[src/rtl/fetch_unit.sv]
// Instruction-fetch stage: owns the PC, fetches one word per instruction over a
// req/ack handshake, holds it for the controller and advances on retire.
module fetch_unit #(
   parameter logic [31:0] RESET_PC = 32'h0000_0000,
   parameter int          TIMEOUT  = 16,
   parameter int          CNT_W    = 32
) (
   input  logic             clk,
   input  logic             reset,
   output logic             imem_req,
   output logic [31:0]      imem_addr,
   input  logic [31:0]      imem_rdata,
   input  logic             imem_ack,
   input  logic             retire,
   input  logic             pcsrc,
   output logic [31:0]      instr,
   output logic [5:0]       op,
   output logic [5:0]       funct,
   output logic             instr_valid,
   output logic [31:0]      pc,
   output logic [31:0]      pc_plus4,
   output logic             fetch_err,
   output logic [CNT_W-1:0] retired_cnt
);

   typedef enum logic [1:0] {FETCH, EXEC, HALT} state_t;

   state_t           state, state_nxt;
   logic [7:0]       wait_cnt, wait_cnt_nxt;
   logic [31:0]      pc_nxt, instr_nxt, br_off;
   logic             req_nxt, valid_nxt, err_nxt;
   logic [CNT_W-1:0] cnt_nxt;

   assign pc_plus4  = pc + 32'd4;
   assign imem_addr = pc;
   assign op        = instr[31:26];
   assign funct     = instr[5:0];
   assign br_off    = {{14{instr[15]}}, instr[15:0], 2'b00};

   always_ff @(posedge clk) begin
      if (reset) state <= FETCH;
      else       state <= state_nxt;
   end

   // The request is registered, so the first cycle out of reset (and the
   // cycle after timeout) carries req=0; an ack without a live request is ignored.
   always_comb begin
      state_nxt    = state;
      pc_nxt       = pc;
      instr_nxt    = instr;
      valid_nxt    = instr_valid;
      req_nxt      = imem_req;
      err_nxt      = fetch_err;
      cnt_nxt      = retired_cnt;
      wait_cnt_nxt = wait_cnt;
      case (state)
         FETCH: begin
            if (!imem_req) begin
               req_nxt = 1'b1;
            end else if (imem_ack) begin
               instr_nxt    = imem_rdata;
               valid_nxt    = 1'b1;
               req_nxt      = 1'b0;
               wait_cnt_nxt = 8'd0;
               state_nxt    = EXEC;
            end else if (wait_cnt == 8'(TIMEOUT - 1)) begin
               err_nxt   = 1'b1;
               req_nxt   = 1'b0;
               state_nxt = HALT;
            end else begin
               wait_cnt_nxt = wait_cnt + 8'd1;
            end
         end
         EXEC: begin
            if (retire) begin
               valid_nxt = 1'b0;
               instr_nxt = 32'd0;
               cnt_nxt   = retired_cnt + {{(CNT_W-1){1'b0}}, 1'b1};
               pc_nxt    = pcsrc ? pc_plus4 + br_off : pc_plus4;
               req_nxt   = 1'b1;
               state_nxt = FETCH;
            end
         end
         default: begin
            req_nxt   = 1'b0;
            valid_nxt = 1'b0;
         end
      endcase
   end

   always_ff @(posedge clk) begin
      if (reset) begin
         pc          <= RESET_PC;
         instr       <= 32'd0;
         instr_valid <= 1'b0;
         imem_req    <= 1'b0;
         fetch_err   <= 1'b0;
         retired_cnt <= '0;
         wait_cnt    <= 8'd0;
      end else begin
         pc          <= pc_nxt;
         instr       <= instr_nxt;
         instr_valid <= valid_nxt;
         imem_req    <= req_nxt;
         fetch_err   <= err_nxt;
         retired_cnt <= cnt_nxt;
         wait_cnt    <= wait_cnt_nxt;
      end
   end

endmodule
[config.mk]
export PLATFORM = sky130hd
export DESIGN_NAME = fetch_unit
export DESIGN_NICKNAME = d
export VERILOG_FILES = /design/src/rtl/fetch_unit.sv
export SDC_FILE = /design/constraint.sdc
export NUM_CORES = 1
export LEC_CHECK = 0
export ABC_CLOCK_PERIOD_IN_PS = 4360
export CELL_PAD_IN_SITES_DETAIL_PLACEMENT = 1
export CELL_PAD_IN_SITES_GLOBAL_PLACEMENT = 1
export CORE_ASPECT_RATIO = 1.5
export CORE_UTILIZATION = 35
export DETAILED_ROUTE_END_ITERATION = 7
export MAX_ROUTING_LAYER = met4
export PLACE_DENSITY_LB_ADDON = 0.1
export RECOVER_POWER = 25
export SLEW_MARGIN = 20
export SYNTH_ARGS = -nofsm -noshare
export SYNTH_HDL_FRONTEND = slang
export SYNTH_SLANG_ARGS = --single-unit
[constraint.sdc]
create_clock -name clk -period 4.36 [get_ports clk]
set_input_delay 0.872 -clock clk [delete_from_list [all_inputs] [get_ports clk]]
set_output_delay 0.872 -clock clk [all_outputs]
set_load 0.02 [all_outputs]
==> impl_metrics.py <==
metrics = {
    "outcome": {
        "status": "finished with violations",
        "violations": "max-capacitance violations, max-slew violations",
    },
    "cells_and_area": {
        "multiInputGateArea_sq_um": 4380,
        "fillers": 2283,
        "layout.nets": 1107,
        "antennaDiodeCount": 0,
        "drive_above_1_share_pct": 8.21,
        "regArea_sq_um": 2140,
        "synthToLayoutAreaGrowth_pct": 35.0,
    },
    "synthesis": {
        "synth_top_area_share_pct": 30.7,
        "synth_top_area_cell": "dfxtp_1",
        "synth_edf_count": 0,
        "syn_avg_cell_area_sq_um": 8.04,
        "async_flop_share_pct": 0,
        "synth_cell_type_count": 74,
        "yosys_warnings": 0,
        "synth-seq-cells": 107,
        "synth_area_sq_um": 6990,
        "synthFlopType": "dfxtp_1",
        "syn_inst": 869,
        "synth.area.top_cells": "dfxtp_1 31%, nor2_1 6.9%, ha_1 6.8%",
        "yosysSeqAreaShare_pct": 30.7,
    },
    "route": {
        "dr.pass1.iters": 4,
        "avgViaCountPerCell": 5.35,
        "vias": 6903,
        "drt-total-wl_microns": 23000,
        "wl_per_cell_microns": 17.8,
        "drcViolationCount": 0,
        "first_iter_violations": 249,
        "postRouteAntennaNets": 0,
    },
    "timing": {
        "timing.final.crit_share_pct": 93.4,
        "slew_headroom_pct": -27.2,
        "final-max-slew-violation-count": 85,
        "tns_ps": 0,
        "layout_min_cycle_time_ps": 4070,
        "max_freq_mhz": 246,
        "setup_violations": 0,
        "fin_worst_skew_ps": 13.0,
        "final-hold-violation-count": 0,
        "worst_slew_pin_slew_ps": 1910,
    },
    "clock_network": {
        "ctsHoldBuffers": 0,
        "cts_tree": "done",
        "clock_path_buffers": 2,
        "cts_max_level": 3,
        "clockRootBuffer": "clkbuf_16",
        "clkTransAtPathRegs_ps": 80,
        "clock_latency_ps": 360,
        "cts_buffers": 9,
        "numClockSinks": 107,
    },
    "global_route": {
        "grt_pass1_wl_microns": 37400,
        "grt_use_met3_pct": 3.49,
        "grt_max_degree": 85,
        "grt_overflow": 0,
        "use_met1_pct": 24.3,
        "grt_pass1_vias": 7329,
        "track_usage_pct": 23.1,
        "use_met2_pct": 43.6,
        "antenna_found_initial": 0,
        "grt.busiest_layer": "met2",
    },
    "setup_path": {
        "cp_data_arrival_time_ps": 4220,
        "path_max_fanout": 6,
        "worstSetupStartpointType": "register",
        "worstSetupEndpointType": "register",
        "critical_path_class": "reg2reg",
        "required_ps": 4510,
    },
    "placed_design": {
        "place_congestion": 0.886,
        "dp_hpwl_microns": 17100,
        "port_buffers": 205,
    },
    "die": {
        "row_count": 62,
        "die_h_microns": 175,
        "core_area_sq_um": 19300,
        "ios": 212,
        "dieArea_sq_um": 20500,
        "die_w_microns": 117,
        "initial_core_util_pct": 36.2,
    },
    "job": {
        "maxCapViolations": 1,
    },
    "pwr": {
        "ir_worst_vdd_mv": 0.162,
        "p_total_mw": 2.18,
        "power.static_leakage_nw": 3.82,
        "power_density_nw_per_um2": 231,
    },
    "hold_path": {
        "hp-class": "reg2reg",
    },
}
-- final cells by class --
class	instances	area share [%]
inverter	14	0.557
clock buffer	9	2.39
sequential	107	22.7
multi-input combinational	666	46.4
clock inverter	6	0.663
timing repair buffer	233	23.8
tap	256	3.40
-- synth_stat cells, types with 13 or more instances --
| master | n |
|---|---|
| a21o_1 | 13 |
| a21oi_1 | 60 |
| a22oi_1 | 42 |
| and3_1 | 22 |
| buf_4 | 49 |
| clkbuf_1 | 32 |
| dfxtp_1 | 107 |
| ha_1 | 38 |
| inv_1 | 14 |
| nand2_1 | 57 |
| nand3_1 | 27 |
| nor2_1 | 129 |
| nor3_1 | 20 |
| o21ai_0 | 35 |
| xnor2_1 | 38 |
| xor2_1 | 44 |
-- cell families (layout without fill, tap and decap cells) --
kind of cell,count (synthesis),after routing,share of synthesized area [%]
adders and majority gates,39,39,7.09
muxes,6,6,0.896
other,1,6,0.0537
and+or+nand+nor,325,325,23.4
xor gates and xnor gates,82,82,10.3
DFF,107,107,30.7
AOI/OAI and AO/OA,208,208,19.5
buffers and inverters,101,262,8.11
-- cell usage in the layout (no fill, tap or decap), drive strengths merged, types with 42 or more instances in the layout --
cell / synthesis / final
a21oi: 61 / 61
xor2: 44 / 44
nand2: 57 / 57
clkdlybuf4s50: 0 / 159
dlygate4sd3: 0 / 44
o21ai: 42 / 42
dfxtp: 107 / 107
a22oi: 42 / 42
nor2: 130 / 130
-- registers in the layout, summed over array words and instances, names as in the netlist --
signal / count
instr_valid: 1
imem_req: 1
wait_cnt: 8
state: 2
fetch_err: 1
instr: 32
imem_addr: 30
retired_cnt: 32
-- per-layer routing --
metal	part of all wire, %	up-vias
met3	3.6	39
met1	41	3355
met4	2.4	0
li1	-	3344
met2	53	165
met5	0	-
-- through the flow --
stage | util (%) | worst slack [ps] | instances | hold slack [ps] | cell area (sq um)
after detailed placement | 46.9 | 124 | 1275 | 462 | 9060
after global routing | 48.8 | -47.4 | 1291 | 506 | 9430
after global placement | 46.9 | 191 | 1275 | 462 | 9060
final | 48.8 | 287 | 1291 | 475 | 9430
after CTS | 48.4 | 68.5 | 1290 | 482 | 9350
after floorplan | - | 27.6 | 874 | 480 | 7000
-- timing repair --
item	CTS	global route
buffers inserted	0	1
resized for setup	0	19
endpoints found under the setup margin	0	5
-- final timing paths --
| kind | start | to | slack (ps) | cells after the start |
|---|---|---|---|---|
| worst min-delay path | instr_valid | instr_valid | 470 | 2 |
| worst min register to register | instr_valid | instr_valid | 470 | 2 |
| worst max register to register | imem_addr[3] | imem_addr[24] | 290 | 16 |
| worst max-delay path | imem_addr[3] | imem_addr[24] | 290 | 16 |
-- report_power, final --
| part | total (mW) | leakage (nW) | switching, mW | internal (mW) |
|---|---|---|---|---|
| combinational | 0.333 | 2.81 | 0.192 | 0.141 |
| sequential | 1.02 | 0.866 | 0.0208 | 0.998 |
| clock | 0.827 | 0.140 | 0.428 | 0.399 |
-- worst max-delay path, stage by stage, from the launching register on --
cell	delay [ps]
dfxtp_1	390
ha_1	230
and3_1	190
and2_2	220
nand3_2	150
nor2_4	180
xor2_2	200
ha_2	350
a21o_1	260
or3_1	380
or4b_1	490
o21ai_2	200
o21bai_1	110
a211oi_2	230
o21ai_1	80
o21ai_1	130
a221oi_2	70
Power figures use the tool's default switching activity.
